<file path="src/rtl/detonator_pkg.sv">
// Shared state encoding, segment constants and the BCD-to-segment decoder
// used by the parametrised code detonator and its display scanner.
package detonator_pkg;

  localparam logic [3:0] ST_WAIT_ENC    = 4'd0;
  localparam logic [3:0] ST_READY_ENC   = 4'd1;
  localparam logic [3:0] ST_ENTRY_ENC   = 4'd2;
  localparam logic [3:0] ST_CHECK_ENC   = 4'd3;
  localparam logic [3:0] ST_OK_ENC      = 4'd4;
  localparam logic [3:0] ST_FIRE_ENC    = 4'd5;
  localparam logic [3:0] ST_ERROR_ENC   = 4'd6;
  localparam logic [3:0] ST_LOCK_ENC    = 4'd7;
  localparam logic [3:0] ST_NEWCODE_ENC = 4'd8;

  typedef enum logic [3:0] {
    ST_WAIT    = ST_WAIT_ENC,
    ST_READY   = ST_READY_ENC,
    ST_ENTRY   = ST_ENTRY_ENC,
    ST_CHECK   = ST_CHECK_ENC,
    ST_OK      = ST_OK_ENC,
    ST_FIRE    = ST_FIRE_ENC,
    ST_ERROR   = ST_ERROR_ENC,
    ST_LOCK    = ST_LOCK_ENC,
    ST_NEWCODE = ST_NEWCODE_ENC
  } state_t;

  localparam logic [6:0] SEG_BLANK = 7'h7F;

  // Segments abcdefg with a as MSB, active-low; non-BCD values show blank.
  function automatic logic [6:0] bcd_to_seg(input logic [3:0] d);
    logic [6:0] seg;
    case (d)
      4'd0:    seg = 7'b0000001;
      4'd1:    seg = 7'b1001111;
      4'd2:    seg = 7'b0010010;
      4'd3:    seg = 7'b0000110;
      4'd4:    seg = 7'b1001100;
      4'd5:    seg = 7'b0100100;
      4'd6:    seg = 7'b0100000;
      4'd7:    seg = 7'b0001111;
      4'd8:    seg = 7'b0000000;
      4'd9:    seg = 7'b0000100;
      default: seg = SEG_BLANK;
    endcase
    return seg;
  endfunction

endpackage

</file>
<file path="src/rtl/param_code_detonator_seg_scan.sv">
// Four-position seven-segment scanner: rotates the active digit every
// SCAN_MAX+1 clocks and registers enable and segments on the same edge.
module seg_scan
  import detonator_pkg::*;
#(
  parameter int SCAN_MAX = 49_999
) (
  input  logic        clk,
  input  logic        rst,
  input  logic [15:0] digits,
  input  logic [3:0]  valid,
  output logic [3:0]  en,
  output logic [6:0]  m_disp
);

  localparam int CW = (SCAN_MAX > 0) ? $clog2(SCAN_MAX + 1) : 1;
  localparam logic [CW-1:0] SCAN_LAST = CW'(SCAN_MAX);

  logic [CW-1:0] cnt;
  logic [1:0]    pos;
  logic [1:0]    pos_next;
  logic          wrap;

  assign wrap     = (cnt == SCAN_LAST);
  assign pos_next = wrap ? pos + 2'd1 : pos;

  // Outputs are built from pos_next so en and m_disp move together with pos.
  always_ff @(posedge clk or negedge rst) begin
    if (!rst) begin
      cnt    <= '0;
      pos    <= 2'd0;
      en     <= 4'b1110;
      m_disp <= SEG_BLANK;
    end else begin
      cnt    <= wrap ? '0 : cnt + CW'(1);
      pos    <= pos_next;
      en     <= ~(4'b0001 << pos_next);
      m_disp <= valid[pos_next] ? bcd_to_seg(digits[4*pos_next +: 4]) : SEG_BLANK;
    end
  end

endmodule

</file>
<file path="src/rtl/param_code_detonator.sv">
// Parametrised code detonator: BCD code entry with retry lockout, operator
// code change and a scanned display of the most recently entered digits.
module param_code_detonator
  import detonator_pkg::*;
#(
  parameter int                  DIGITS      = 4,
  parameter logic [4*DIGITS-1:0] INIT_CODE   = 16'h2580,
  parameter int                  MAX_TRIES   = 3,
  parameter int                  BLINK_MAX   = 25_000_000,
  parameter int                  LOCK_CYCLES = 250_000_000,
  parameter int                  SCAN_MAX    = 49_999
) (
  input  logic       clk,
  input  logic       rst,
  input  logic       wait_t,
  input  logic       setup,
  input  logic       ready,
  input  logic       fire,
  input  logic       sure,
  input  logic       change,
  input  logic [3:0] A,
  input  logic       confirm,
  output logic       lt,
  output logic       bt,
  output logic       rt,
  output logic [3:0] en,
  output logic [6:0] m_disp,
  output logic       locked
);

  localparam int W  = 4 * DIGITS;
  localparam int BW = (BLINK_MAX > 0) ? $clog2(BLINK_MAX + 1) : 1;
  localparam int LW = (LOCK_CYCLES > 1) ? $clog2(LOCK_CYCLES) : 1;

  localparam logic [3:0]    DIGITS_L   = 4'(DIGITS);
  localparam logic [3:0]    TRIES_LAST = 4'(MAX_TRIES - 1);
  localparam logic [BW-1:0] BLINK_LAST = BW'(BLINK_MAX);
  localparam logic [LW-1:0] LOCK_LAST  = LW'(LOCK_CYCLES - 1);

  state_t        state, state_next;
  logic [W-1:0]  code, code_next;
  logic [W-1:0]  buffer, buffer_next;
  logic [W-1:0]  buffer_shift;
  logic [3:0]    idx, idx_next;
  logic [3:0]    tries, tries_next;
  logic [BW-1:0] blink_cnt;
  logic          blink;
  logic [LW-1:0] lock_cnt;
  logic          lock_done;
  logic          digit_ok;
  logic          entry_full;
  logic          show_digits;
  logic [15:0]   digit_vec;
  logic [3:0]    valid_mask;

  assign digit_ok     = confirm && (A <= 4'd9);
  assign entry_full   = (idx == DIGITS_L);
  assign buffer_shift = {buffer[W-5:0], A};
  assign lock_done    = (lock_cnt == LOCK_LAST);

  always_ff @(posedge clk or negedge rst) begin
    if (!rst) begin
      state  <= ST_WAIT;
      code   <= INIT_CODE;
      buffer <= '0;
      idx    <= 4'd0;
      tries  <= 4'd0;
    end else begin
      state  <= state_next;
      code   <= code_next;
      buffer <= buffer_next;
      idx    <= idx_next;
      tries  <= tries_next;
    end
  end

  // Each state checks its inputs in the fixed priority fire > sure > confirm > change > wait_t > ready/setup.
  always_comb begin
    state_next  = state;
    code_next   = code;
    buffer_next = buffer;
    idx_next    = idx;
    tries_next  = tries;
    case (state)
      ST_WAIT: begin
        if (fire) begin
          state_next = ST_ERROR;
        end else if (ready) begin
          state_next  = ST_READY;
          buffer_next = '0;
          idx_next    = 4'd0;
        end
      end
      ST_READY: begin
        if (fire || sure) begin
          state_next = ST_ERROR;
        end else if (digit_ok) begin
          state_next  = ST_ENTRY;
          buffer_next = buffer_shift;
          idx_next    = 4'd1;
        end else if (wait_t) begin
          state_next = ST_WAIT;
        end
      end
      ST_ENTRY: begin
        if (fire) begin
          state_next = ST_ERROR;
        end else if (sure) begin
          state_next = entry_full ? ST_CHECK : ST_ERROR;
        end else if (digit_ok) begin
          if (entry_full) begin
            state_next = ST_ERROR;
          end else begin
            buffer_next = buffer_shift;
            idx_next    = idx + 4'd1;
          end
        end else if (wait_t) begin
          state_next = ST_WAIT;
        end
      end
      ST_CHECK: begin
        if (buffer == code) begin
          state_next = ST_OK;
          tries_next = 4'd0;
        end else if (tries == TRIES_LAST) begin
          state_next = ST_LOCK;
          tries_next = 4'd0;
        end else begin
          state_next = ST_ERROR;
          tries_next = tries + 4'd1;
        end
      end
      ST_OK: begin
        if (fire) begin
          state_next = ST_FIRE;
        end else if (change) begin
          state_next  = ST_NEWCODE;
          buffer_next = '0;
          idx_next    = 4'd0;
        end else if (wait_t) begin
          state_next = ST_WAIT;
        end
      end
      ST_FIRE: begin
        state_next = ST_WAIT;
      end
      // Fire here only aborts the change; it never detonates.
      ST_NEWCODE: begin
        if (fire) begin
          state_next = ST_OK;
        end else if (sure) begin
          if (entry_full) begin
            code_next  = buffer;
            state_next = ST_WAIT;
          end else begin
            state_next = ST_OK;
          end
        end else if (digit_ok && !entry_full) begin
          buffer_next = buffer_shift;
          idx_next    = idx + 4'd1;
        end
      end
      ST_ERROR: begin
        if (setup) state_next = ST_WAIT;
      end
      ST_LOCK: begin
        if (lock_done) state_next = ST_WAIT;
      end
      default: begin
        state_next = ST_WAIT;
      end
    endcase
  end

  // Held at zero outside ERROR so every ERROR entry starts with the LED off.
  always_ff @(posedge clk or negedge rst) begin
    if (!rst) begin
      blink_cnt <= '0;
      blink     <= 1'b0;
    end else if (state != ST_ERROR) begin
      blink_cnt <= '0;
      blink     <= 1'b0;
    end else if (blink_cnt == BLINK_LAST) begin
      blink_cnt <= '0;
      blink     <= ~blink;
    end else begin
      blink_cnt <= blink_cnt + BW'(1);
    end
  end

  always_ff @(posedge clk or negedge rst) begin
    if (!rst) begin
      lock_cnt <= '0;
    end else if (state != ST_LOCK) begin
      lock_cnt <= '0;
    end else if (!lock_done) begin
      lock_cnt <= lock_cnt + LW'(1);
    end
  end

  assign lt     = (state == ST_OK);
  assign bt     = (state == ST_FIRE);
  assign locked = (state == ST_LOCK);
  assign rt     = (state == ST_LOCK) || ((state == ST_ERROR) && blink);

  assign show_digits = (state == ST_READY) || (state == ST_ENTRY) ||
                       (state == ST_CHECK) || (state == ST_NEWCODE);

  // Only the four newest digits reach the display; short codes pad with blanks.
  for (genvar p = 0; p < 4; p++) begin : g_digit
    if (p < DIGITS) begin : g_used
      assign digit_vec[4*p +: 4] = buffer[4*p +: 4];
      assign valid_mask[p]       = show_digits && (idx > 4'(p));
    end else begin : g_unused
      assign digit_vec[4*p +: 4] = 4'd0;
      assign valid_mask[p]       = 1'b0;
    end
  end

  seg_scan #(
    .SCAN_MAX (SCAN_MAX)
  ) u_seg_scan (
    .clk    (clk),
    .rst    (rst),
    .digits (digit_vec),
    .valid  (valid_mask),
    .en     (en),
    .m_disp (m_disp)
  );

endmodule

</file>
<file path="config.mk">
export PLATFORM = sky130hd
export DESIGN_NAME = param_code_detonator
export DESIGN_NICKNAME = d
export VERILOG_FILES = /design/src/rtl/detonator_pkg.sv /design/src/rtl/param_code_detonator_seg_scan.sv /design/src/rtl/param_code_detonator.sv
export SDC_FILE = /design/constraint.sdc
export NUM_CORES = 1
export LEC_CHECK = 0
export ABC_AREA = 1
export CAP_MARGIN = 10
export CORE_ASPECT_RATIO = 0.75
export CORE_MARGIN = 2
export CORE_UTILIZATION = 60
export CTS_BUF_LIST = sky130_fd_sc_hd__clkbuf_8 sky130_fd_sc_hd__clkbuf_16
export DETAILED_ROUTE_END_ITERATION = 16
export DONT_BUFFER_PORTS = 1
export PLACE_DENSITY = 0.76
export SYNTH_ARGS = -nofsm -noshare
export SYNTH_HDL_FRONTEND = slang
export SYNTH_SLANG_ARGS = --single-unit
</file>
<file path="constraint.sdc">
create_clock -name clk -period 4.7 [get_ports clk]
set_input_delay 0.235 -clock clk [delete_from_list [all_inputs] [get_ports clk]]
set_output_delay 0.235 -clock clk [all_outputs]
set_load 0.005 [all_outputs]
</file>
==> impl_metrics.py <==
metrics = {
    "run_status": {
        "outcome": "finished clean",
    },
    "global_route": {
        "overflow_left_after_global_routing": 0,
        "first_pass_grt_wire_length_mm": 27.0,
        "globalRouteTotalUtil_pct": 26.6,
        "maximum_number_of_pins_on_one_net_before_global_route_repair": 128,
        "first_global_vias": 5802,
        "initial_antenna_violation_count": 0,
    },
    "drt": {
        "postRouteWirelength_mm": 15.7,
        "drt_drc_violations_left": 0,
        "number_of_vias_per_cell_after_detailed_routing": 5.54,
        "post_drt_wl_per_cell_um": 14.3,
        "dr.pass1.iters": 5,
        "detail_route.iter0.violations": 559,
        "ant_nets": 0,
        "via_count": 6079,
    },
    "die": {
        "count_of_standard_cell_rows": 34,
        "floorplan.die.height_um": 98.4,
        "dieWidth_um": 130,
        "core_area_um2": 11600,
        "top_level_ports": 28,
        "floorplan.die_area_um2": 12800,
        "starting_utilization_of_the_core_area_pct": 61.5,
    },
    "timing": {
        "period_minus_slack_ps": 2570,
        "grt_setup_unrepaired": "no",
        "timing.final.hold_violations": 0,
        "fin_setup_tns_ps": 0,
        "fmaxAchievable_ghz": 0.389,
        "slew-limit-headroom_pct": 29.0,
        "final.period_utilization_pct": 54.7,
        "fin_skew_ps": 10.8,
        "slew_violations": 0,
        "timing.final.setup_violations": 0,
        "worst_pin_slew_ps": 1060,
    },
    "clock_network": {
        "tritoncts_clock_tree": "built",
        "cts.htree.levels": 4,
        "cts_root_buffer": "clkbuf_16",
        "cts_inserted_buffers": 17,
        "latest_clock_arrival_within_the_worst_skew_pair_ps": 410,
        "cts_max_path_buffers": 2,
        "postCtsResizedCells": 0,
        "clkTransAtPathRegs_ps": 60,
        "clock-sinks": 127,
    },
    "critical_path": {
        "cp.arrival_ps": 2860,
        "worst-r2r-setup-slack_ps": 2130,
        "cp-end-kind": "register",
        "type_of_the_setup_path_with_the_least_slack": "register to register",
        "worst_r2r_startpoint": "idx[0]$_DFFE_PN0P_",
        "timing.reg2reg.worst_path_depth": 6,
        "regToRegEndpoint": "code[4]$_DFFE_PN0P_",
        "crit_required_ps": 4990,
        "critical_path_launch_point_type": "register",
        "worst-path-max-fanout": 28,
    },
    "pwr": {
        "static_leakage_nw": 3.59,
        "vdd_ir_drop_max_mv": 0.354,
        "power-per-cell-area_nw_per_um2": 438,
    },
    "synth": {
        "netlist_area_um2": 7120,
        "synth_top_cells_by_count": "nand2_1 (196), inv_1 (125), dfrtp_1 (113)",
        "syn_avg_cell_area_um2": 7.84,
        "syn-num-nets": 938,
        "synth_warn": 0,
        "syn_inst": 908,
        "synth_area_leader_cell": "dfrtp_1",
        "share_of_synthesized_flip_flops_with_an_asynchronous_set_or_reset_pct": 100,
        "postSynthRegisterBits": 127,
        "ys_top_cells_by_area": "dfrtp_1 (40%), nand2_1 (10%), inv_1 (6.6%)",
        "ys_types": 47,
        "post-synth-top-area-fraction_pct": 39.7,
        "synthMostInstantiatedCell": "nand2_1",
        "ys_dominant_reg_cell": "dfrtp_1",
        "synth-edff-count": 0,
        "synth.yosys.seq_area_share_pct": 44.9,
    },
    "job": {
        "max_cap_violations": 0,
    },
    "finish": {
        "drive_gt1_share_pct": 9.94,
        "layout-area-overhead-vs-synth_pct": 12.3,
        "nFillCells": 953,
        "finalCoreUtilization_pct": 69.1,
        "diodes": 0,
        "finish.net_count": 953,
    },
    "placed_design": {
        "gp_congestion": 0.905,
        "place.detailed.hpwl_mm": 11.1,
        "io_buffers": 0,
    },
    "hold_path": {
        "hold_path_depth": 4,
        "hold_crit_endpoint": "state[1]$_DFFE_PN0P_",
        "min-delay-start": "fire",
        "holdCritPathClass": "input pin to register",
    },
}
==> logic make-up (layout without fill, tap and decap cells) <==
group | after synthesis | count (layout) | synth area share (%)
buffers and inverters | 144 | 172 | 7.80
AO/OA/AOI/OAI | 139 | 139 | 10.8
XOR/XNOR | 27 | 27 | 3.32
multiplexers | 5 | 5 | 0.773
AND/OR/NAND/NOR | 449 | 449 | 29.5
adder cells (fa/ha/maj) | 17 | 17 | 2.99
flip-flops | 127 | 127 | 44.9
==> repair_timing <==
action                     in CTS  in global routing
setup endpoints to repair       0                  0
setup buffers                   0                  0
hold buffers                    7                  0
hold endpoints to repair      132                  0
==> cell type report <==
cell class / instances / area, µm² / share of cell area [%]
Clock buffer: 22 / 494 / 6.18
Clock inverter: 10 / 120 / 1.50
Inverter: 131 / 494 / 6.18
Multi-Input combinational cell: 637 / 3370 / 42.1
Sequential cell: 127 / 3200 / 39.9
Tap cell: 162 / 203 / 2.53
Timing Repair Buffer: 9 / 123 / 1.53
==> where the power goes <==
group          internal [W]  switching, W
Sequential          0.00119     0.0000989
Clock              0.000894      0.000455
Combinational      0.000292      0.000577
Total               0.00237       0.00113
==> cells in the final DEF (no fill, tap or decap), types with 4 or more instances in the layout <==
master | netlist | layout
a21oi_1 | 41 | 41
clkbuf_16 | 0 | 17
clkbuf_8 | 0 | 5
dfrtp_1 | 113 | 113
dfstp_2 | 14 | 14
dlygate4sd3_1 | 0 | 6
ha_1 | 17 | 17
inv_1 | 125 | 129
inv_2 | 5 | 5
mux2_2 | 4 | 4
nand2_1 | 196 | 196
nand2_2 | 10 | 10
nand2_4 | 8 | 8
nand3_1 | 53 | 53
nand3b_1 | 4 | 4
nand4_1 | 28 | 28
nor2_1 | 85 | 85
nor3_1 | 35 | 35
nor3b_1 | 6 | 6
nor4_1 | 8 | 8
o21a_1 | 4 | 4
o21ai_0 | 75 | 75
or2_2 | 4 | 4
xnor2_1 | 14 | 14
xor2_1 | 13 | 13
==> flip-flops by register name, summed over array words and instances (netlist names), 4 cells and up <==
signal             count
lock_cnt              28
blink_cnt             25
buffer                16
code                  16
u_seg_scan.cnt        16
u_seg_scan.m_disp      7
idx                    4
state                  4
tries                  4
u_seg_scan.en          4
==> worst max-delay path, cell delays in order (launching register included) <==
cell and delay, ps:
dfrtp_1 430, inv_1 150, ha_1 180, nand3_1 80, inv_1 150, nand4_1 850
mux2_2 600
==> worst max path at each step <==
| stage | startpoint | to |
|---|---|---|
| 3_3_place_gp | state[0]$_DFFE_PN0P_ | idx[1]$_DFFE_PN0P_ |
| 3_5_place_dp | state[2]$_DFFE_PN0P_ | buffer[5]$_DFFE_PN0P_ |
| 4_1_cts | idx[0]$_DFFE_PN0P_ | buffer[5]$_DFFE_PN0P_ |
| 2_1_floorplan | u_seg_scan.cnt[0]$_DFF_PN0_ | u_seg_scan.m_disp[3]$_DFF_PN1_ |
| 5_1_grt | idx[0]$_DFFE_PN0P_ | code[5]$_DFFE_PN0P_ |
| 6_report | idx[0]$_DFFE_PN0P_ | code[4]$_DFFE_PN0P_ |
==> per-layer routing <==
metal / track usage, % / vias to the layer above / part of all wire [%]
met5: 0 / - / 0
met3: 5.64 / 24 / 5.1
li1: - / 2995 / -
met4: 9.35 / 0 / 1.6
met2: 39.3 / 186 / 45
met1: 39.0 / 2874 / 48
==> stage by stage <==
step | power [W] | instances | worst slack [ps] | hold WS, ps | instance area, µm²
after floorplan | 0.00190 | 908 | 2540 | -60.6 | 7120
after global placement | 0.00204 | 1058 | 2240 | -57.0 | 7270
after detailed placement | 0.00207 | 1058 | 2080 | -57.1 | 7270
after CTS | 0.00346 | 1097 | 2030 | 113 | 7970
after global routing | 0.00371 | 1098 | 1830 | 146 | 8000
final | 0.00350 | 1098 | 2130 | 129 | 8000
No activity file was read; power rests on OpenSTA's default activity.
